--- src/rtl/keypad_entry_buffer.sv ---
// Keypad entry buffer: collects decimal digits, converts to binary on enter.
// Build option KEYPAD_AUTO_SUBMIT_EN: a digit that fills the buffer submits it.
module keypad_entry_buffer #(
  parameter int MAX_DIGITS = 4,
  parameter int VALUE_W    = 14
) (
  input  logic                               clk,
  input  logic                               reset,
  input  logic                               enable,
  input  logic [3:0]                         selected_key,
  input  logic                               digit_pressed,
  input  logic                               backspace_pressed,
  input  logic                               enter_pressed,
  output logic [4*MAX_DIGITS-1:0]            digits_flat,
  output logic [$clog2(MAX_DIGITS+1)-1:0]    digit_count,
  output logic                               busy,
  output logic                               entry_valid,
  output logic [VALUE_W-1:0]                 entry_value,
  output logic [$clog2(MAX_DIGITS+1)-1:0]    entry_len,
  output logic                               overflow,
  output logic                               empty_enter,
  output logic                               dropped
);
  localparam int CW = $clog2(MAX_DIGITS+1);

  typedef enum logic [1:0] {IDLE, CONVERT, DONE} state_t;

  state_t                      state;
  logic [MAX_DIGITS-1:0][3:0]  digits;
  logic [CW-1:0]               count;
  logic [CW-1:0]               idx;
  logic [VALUE_W-1:0]          acc;

  logic                        anyPress;
  logic                        digitOk;
  logic                        full;
  logic                        lastIdx;
  logic [3:0]                  curDigit;
  logic [VALUE_W-1:0]          accNext;

  assign digits_flat = digits;
  assign digit_count = count;

  assign anyPress = digit_pressed | backspace_pressed | enter_pressed;
  assign digitOk  = digit_pressed && (selected_key <= 4'd9);
  assign full     = (count == CW'(MAX_DIGITS));
  assign lastIdx  = (idx == count - CW'(1));

  // Digit under conversion; a mux keeps the index width independent of depth.
  always_comb begin
    curDigit = 4'd0;
    for (int i = 0; i < MAX_DIGITS; i++)
      if (CW'(i) == idx) curDigit = digits[i];
  end

  // acc*10 + digit as (acc<<3) + (acc<<1) + digit
  assign accNext = (acc << 3) + (acc << 1) + VALUE_W'(curDigit);

  always_ff @(posedge clk) begin
    if (reset) begin
      state       <= IDLE;
      digits      <= '0;
      count       <= '0;
      idx         <= '0;
      acc         <= '0;
      busy        <= 1'b0;
      entry_valid <= 1'b0;
      entry_value <= '0;
      entry_len   <= '0;
      overflow    <= 1'b0;
      empty_enter <= 1'b0;
      dropped     <= 1'b0;
    end else begin
      overflow    <= 1'b0;
      empty_enter <= 1'b0;
      dropped     <= 1'b0;
      entry_valid <= 1'b0;
      case (state)
        IDLE: begin
          if (enable) begin
            if (enter_pressed) begin
              if (count == '0) begin
                empty_enter <= 1'b1;
              end else begin
                state <= CONVERT;
                busy  <= 1'b1;
                acc   <= '0;
                idx   <= '0;
              end
            end else if (backspace_pressed) begin
              if (count != '0) begin
                for (int i = 0; i < MAX_DIGITS; i++)
                  if (CW'(i) == count - CW'(1)) digits[i] <= 4'd0;
                count <= count - CW'(1);
              end
            end else if (digitOk) begin
              if (full) begin
                overflow <= 1'b1;
              end else begin
                for (int i = 0; i < MAX_DIGITS; i++)
                  if (CW'(i) == count) digits[i] <= selected_key;
                count <= count + CW'(1);
`ifdef KEYPAD_AUTO_SUBMIT_EN
                if (count == CW'(MAX_DIGITS-1)) begin
                  state <= CONVERT;
                  busy  <= 1'b1;
                  acc   <= '0;
                  idx   <= '0;
                end
`endif
              end
            end
          end
        end
        CONVERT: begin
          // Result is registered on the edge entering DONE so it lines up with DONE.
          dropped <= anyPress;
          acc     <= accNext;
          idx     <= idx + CW'(1);
          if (lastIdx) begin
            state       <= DONE;
            entry_valid <= 1'b1;
            entry_value <= accNext;
            entry_len   <= count;
          end
        end
        DONE: begin
          dropped <= anyPress;
          digits  <= '0;
          count   <= '0;
          idx     <= '0;
          busy    <= 1'b0;
          state   <= IDLE;
        end
        default: begin
          state <= IDLE;
          busy  <= 1'b0;
        end
      endcase
    end
  end
endmodule

--- config.mk ---
export PLATFORM = sky130hd
export DESIGN_NAME = keypad_entry_buffer
export DESIGN_NICKNAME = d
export VERILOG_FILES = /design/src/rtl/keypad_entry_buffer.sv
export SDC_FILE = /design/constraint.sdc
export NUM_CORES = 1
export LEC_CHECK = 0
export ABC_AREA = 1
export BUFFER_PORTS_ARGS = -buffer_cell sky130_fd_sc_hd__buf_4
export CORE_MARGIN = 1
export CORE_UTILIZATION = 58
export CTS_CLUSTER_SIZE = 40
export DETAILED_ROUTE_END_ITERATION = 10
export PLACE_DENSITY = 0.81
export SYNTH_ARGS = -nofsm -noshare
export SYNTH_HDL_FRONTEND = slang
export SYNTH_SLANG_ARGS = --single-unit
--- constraint.sdc ---
create_clock -name clk -period 3.46 [get_ports clk]
set_clock_uncertainty 0.15 [all_clocks]
set_input_delay 0.346 -clock clk [delete_from_list [all_inputs] [get_ports clk]]
set_output_delay 0.346 -clock clk [all_outputs]
set_load 0.05 [all_outputs]
Word level (Yosys, flattened, before mapping)
Index checks and enable logic that the tools add are counted.
{"block": "classes", "bitwise": 8, "div": 0, "n_mul": 0, "magnitude_cmp": 1, "n_addsub": 5, "mux": 46, "reduce_logical": 24, "eq_ne": 29, "shifts": 0}
{"cell": "$mux W16", "n": 6}
{"cell": "$mux W4", "n": 12}
{"cell": "$mux W13", "n": 3}
{"cell": "$ne A3 B3 Y1 const B", "n": 11}
{"cell": "$pmux W16 S2", "n": 1}
{"cell": "$reduce_and A8 Y1", "n": 4}
{"cell": "$mux W3", "n": 9}
{"cell": "$pmux W13 S2", "n": 1}
{"cell": "$eq A2 B3 Y1 const A", "n": 6}
{"cell": "$reduce_and A4 Y1", "n": 4}
{"cell": "$add A14 B14 Y14", "n": 1}
{"cell": "$add A14 B4 Y14", "n": 1}
{"cell": "$ne A2 B2 Y1 const B", "n": 5}
{"cell": "$eq A1 B3 Y1 const A", "n": 3}
{"cell": "$logic_not A3 Y1", "n": 3}
{"cell": "$pmux W3 S3", "n": 1}
{"cell": "$mux W2", "n": 4}
{"cell": "$add A3 B1 Y3 const B", "n": 2}
{"cell": "$mux W1", "n": 6}
{"cell": "$not A1 Y1", "n": 6}
{"cell": "$pmux W3 S2", "n": 1}
{"cell": "$reduce_and A6 Y1", "n": 1}
{"cell": "$reduce_bool A3 Y1", "n": 2}
{"cell": "$reduce_or A2 Y1", "n": 3}
{"cell": "other kinds (15)", "n": 17}
{"block": "word_totals", "mem_bits_ro": 0, "inputBits": 10, "ramBits": 0, "latchBits": 0, "reg_bits": 59, "memories": 0, "word_cells": 128}

Depth between registers and ports, before layout
{"block": "depth", "ltp_word": 8, "ltp_mapped": 23, "ltp_nobuf": 23}

Worst setup path before layout
Ideal clock, no wire load.
{"block": "synth_timing", "kind": "reg2reg", "from": "reg idx[0]", "to": "reg entry_value[10]", "setup_ps": 116, "path_stages_with_launch": 18, "setup_slack_ps": 531, "arrival_ps": 2662, "path_cell_list": "dfxtp_1 > inv_1 > ha_1 > nand2_1 > nand3_1 > o21ai_0 > nor2_1 > a21oi_1 > fa_1 > fa_1 > inv_1 > nand3_1 > nand3_1 > nand2_1 > nand2_1 > nand2_1 > a21oi_1 > nor2_1"}
{"block": "synth_between", "elab_chain_len": 6, "word_cells_on_any_way": 11, "cone_classes": "1 x add/sub; 4 x eq/ne; 4 x mux; 2 x reduce/logical"}
{"element": "from (decl)", "line": "31", "rtl": "logic [CW-1:0] idx;"}
{"element": "from (signal assigned)", "line": "119", "rtl": "idx <= idx + CW'(1);"}
{"element": "$logic_not A3 Y1", "line": "53", "rtl": "if (CW'(i) == idx) curDigit = digits[i];"}
{"element": "$mux W4 (4 in a row)", "line": "53"}
{"element": "$add A14 B4 Y14", "line": "57", "rtl": "assign accNext = (acc << 3) + (acc << 1) + VALUE_W'(curDigit);"}
{"element": "to (signal assigned)", "line": "123", "rtl": "entry_value <= accNext;"}
{"element": "to (decl)", "line": "18", "rtl": "output logic [VALUE_W-1:0] entry_value,"}
Parallel ways exist; a longest one is shown, timed or not.
A chain may end at the register's enable or synchronous reset.

Final worst setup path
{"block": "layout_timing", "from": "reg idx[0]", "to": "reg entry_value[8]"}
The elaborated chain is that of the path after synthesis.

==> impl_metrics.yaml <==
logic_synthesis:
  synth_compound_area_share_pct: 12.44
  synth_largest_area_cell: "dfxtp_1"
  synthMuxAreaShare_pct: 0
  synth_simple_gate_area_share_pct: 31.80
  synth_top_family_by_area: "simple AND/OR/NAND/NOR gates"
  synth.area.top_cells: "dfxtp_1 (32%), nand2_1 (17%), ha_1 (13%), nor2_1 (6.3%), inv_1 (5.5%)"
  synth_fa_ha_area_share_pct: 14.00
  seq_area_frac_synth_pct: 32.08
  yosysWarnings: 0
  syn_inst: 537
  synth-xor-area-share_pct: 1.699
  ys_types: 35
  syn_area_per_cell_sq_um: 6.857
  yosysTopAreaCellShare_pct: 32.08
  ys_ff_latch: 59
  synth_area_sq_um: 3682
  yosys_most_used_dff: "dfxtp_1"
  synth_edf_count: 0
  synthesis.nets: 587
  async_flop_share_pct: 0
clock_network:
  cts_max_level: 3
  clk_path_buf_depth: 2
  clock-sinks: 59
  clk_pin_slew_worst_paths_ps: 70
  cts_hold_buffers: 0
  cts_tree: "yes"
  cts_root_buf: "clkbuf_8"
  numCtsBuffers: 9
  clk_latency_ps: 340
critical_path:
  cp_data_required_time_ps: 3550
  cpPeakStageDelay_ps: 470
  critPathSlowestCell: "fa_1"
  endpoint: "entry_value[8]"
  worstPathMaxFanout: 5
  path_depth: 19
  worst_setup_path_start_kind: "flip-flop"
  r2r_end: "entry_value[8]"
  rr_worst_depth: 19
  crit_start: "idx[0]"
  path_buf_inv: 3
  crit_arrival_ps: 3260
  critPathKind: "reg -> reg"
  crit_chain: "inv_1, ha_1, nand2_1, inv_1, nand3_1, nand3_1, o21ai_0, nor2_1, a21oi_2, fa_1, fa_1, inv_1, nand3_1, nand3_1, nand2_1, nand2_1, nand2_1, a21oi_1, nor2_1"
  reg2reg_from: "idx[0]"
  end_kind: "flip-flop"
  r2r_slack_ps: 290
  cpLargestDelayFamily: "adder cells"
timing:
  post-route-min-period_ps: 3173
  post-route-period-util_pct: 91.70
  drv_slew: 0
  slew_headroom_pct: 32.68
  setup_viol: 0
  tightest_slew_ps: 1009
  rsz0062_at_grt: "yes"
  tns_ps: 0
  fmax_ghz: 0.3152
  final_hold_viol_count: 0
run:
  max_cap_violations: 0
die:
  std_cell_rows: 28
  chipWidth_um: 81.68
  io_pins: 51
  start_util_pct: 61.11
  fp.dieH_um: 81.68
  dieArea_sq_um: 6672
  core_area_sq_um: 6026
placed_design:
  placed_cell_area_sq_um: 4093
  numPortBuffers: 50
  hpwl_um: 6582
  place_congestion: 0.9014
power_and_ir_drop:
  switching_share_pct: 37.16
  p_int_mw: 1.230
  switching_power_mw: 0.7274
  leakage_nw: 2.106
  vdd_drop_max_mv: 0.3015
  pwr-share-comb_pct: 29.9
  power_density_nw_per_um2: 456.4
  p_clk_share_pct: 31.2
  p_seq_share_pct: 38.9
grt:
  grt_first_pass_wirelength_um: 14480
  track_usage_pct: 28.86
  grt-ovfl-total: 0
  antenna_found_initial: 0
  grt_pass1_vias: 3232
  grt_max_degree: 32
final_layout:
  syn2layout_area_growth_pct: 16.48
  drive_gt1_share_pct: 15.91
  antenna-diode-count: 0
  n_fill_cell: 509
  regArea_sq_um: 1181
  final_nets: 636
  multi_input_area_sq_um: 2218
  fin_area_sq_um: 4289
drt:
  firstDrtPassIters: 5
  wl_per_cell_um: 13.32
  viasPerCell: 5.311
  post-route-drc-count: 0
  ant_nets: 0
  drtIter0Drc: 200
  drt-total-wl_um: 8869
  via_count: 3537
status:
  status: "completed"
hold_path:
  worstHoldPathType: "in -> reg"
-- synth_stat cells, types with 3 or more instances --
master      n
nand4_1     4
o21ai_0    21
a21oi_2     9
nand3_1    30
inv_1      54
ha_1       38
a31oi_1     4
inv_2       5
nand2_1   167
nand3b_1    5
a21oi_1    40
dfxtp_1    59
clkbuf_1    5
buf_2       5
nor2_4      3
nand2_2     3
nor2_1     62
-- cell type report --
cell class | count | share of cell area [%]
sequential | 59 | 27.54
timing repair buffer | 51 | 8.926
clock buffer | 11 | 3.063
clock inverter | 5 | 1.254
multi-input combinational | 405 | 51.72
tap | 75 | 2.188
inverter | 60 | 5.309
-- cell families after synthesis --
kind of cell	count (synthesis)
DFF	59
xor gates and xnor gates	5
adders and majority gates	40
AOI/OAI and AO/OA	80
buffers and inverters	73
and+or+nand+nor	280
-- state kept, by name, indices dropped and copies added (netlist names), 2 cells and up --
signal,flops
digit_count,3
idx,3
digits_flat,16
entry_value,14
acc,13
entry_len,3
state,2
-- power groups by stage --
stage               clock network (mW)  registers (mW)  logic (mW)
finish                           0.611           0.761       0.586
global route                     0.647           0.765       0.652
CTS                              0.616           0.760       0.581
detailed placement                   0           0.775       0.577
global placement                     0           0.774       0.562
floorplan                            0           0.864       0.347
-- layer usage --
layer / track usage (%) / vias to the layer above / wire length, um
met5: 0 / - / 0
met4: 12.11 / 0 / 201
met3: 5.556 / 24 / 430
met2: 51.17 / 90 / 4375
met1: 33.76 / 1612 / 3861
li1: - / 1811 / -
-- worst register-to-register path: cells and delay by family, from the launching register on --
kind / cells / cell delay [ps]
adders and majority gates: 3 / 1150
and+or+nand+nor: 10 / 760
DFF: 1 / 400
AOI/OAI and AO/OA: 3 / 330
buffers and inverters: 3 / 280
-- stage by stage --
step	cells	utilization, %	hold WS, ps	power, mW	worst slack (ps)
6_report	666	71.18	40.12	1.957	287.1
2_1_floorplan	537	-	274.5	1.212	531.4
4_1_cts	666	70.99	33.68	1.958	275.0
3_3_place_gp	650	67.92	310.4	1.336	390.7
5_1_grt	666	71.18	45.23	2.063	-19.08
3_5_place_dp	650	67.92	313.5	1.352	282.1
-- how the worst min path moves through the flow --
| stage | from | to | slack, ps | cells past startpoint |
|---|---|---|---|---|
| floorplan | enter_pressed | overflow | 270 | 1 |
| global placement | acc[11] | acc[11] | 310 | 2 |
| detailed placement | acc[11] | acc[11] | 310 | 2 |
| CTS | enter_pressed | overflow | 30 | 2 |
| global route | enter_pressed | overflow | 50 | 2 |
| finish | enter_pressed | overflow | 40 | 2 |
-- cells in the final DEF (no fill, tap or decap), types with 2 or more instances in the layout --
master    Yosys  layout
nand2_1     167     166
nor2_1       62      62
dfxtp_1      59      59
inv_1        54      54
buf_4         1      51
a21oi_1      40      39
ha_1         38      38
nand3_1      30      29
o21ai_0      21      21
a21oi_2       9      10
clkbuf_8      0       9
inv_2         5       5
nand3b_1      5       5
nand2_2       3       4
a31oi_1       4       4
nand4_1       4       4
nor2_4        3       3
clkinv_2      0       3
xnor2_1       2       2
xor2_1        2       2
nor3_1        2       2
or2_2         2       2
fa_1          2       2
clkbuf_1      5       2
-- what timing repair did --
action,CTS,global route
endpoints found under the setup margin,0,8
resized for setup,0,3
buffers inserted,0,0
No activity file was read; power rests on OpenSTA's default activity.
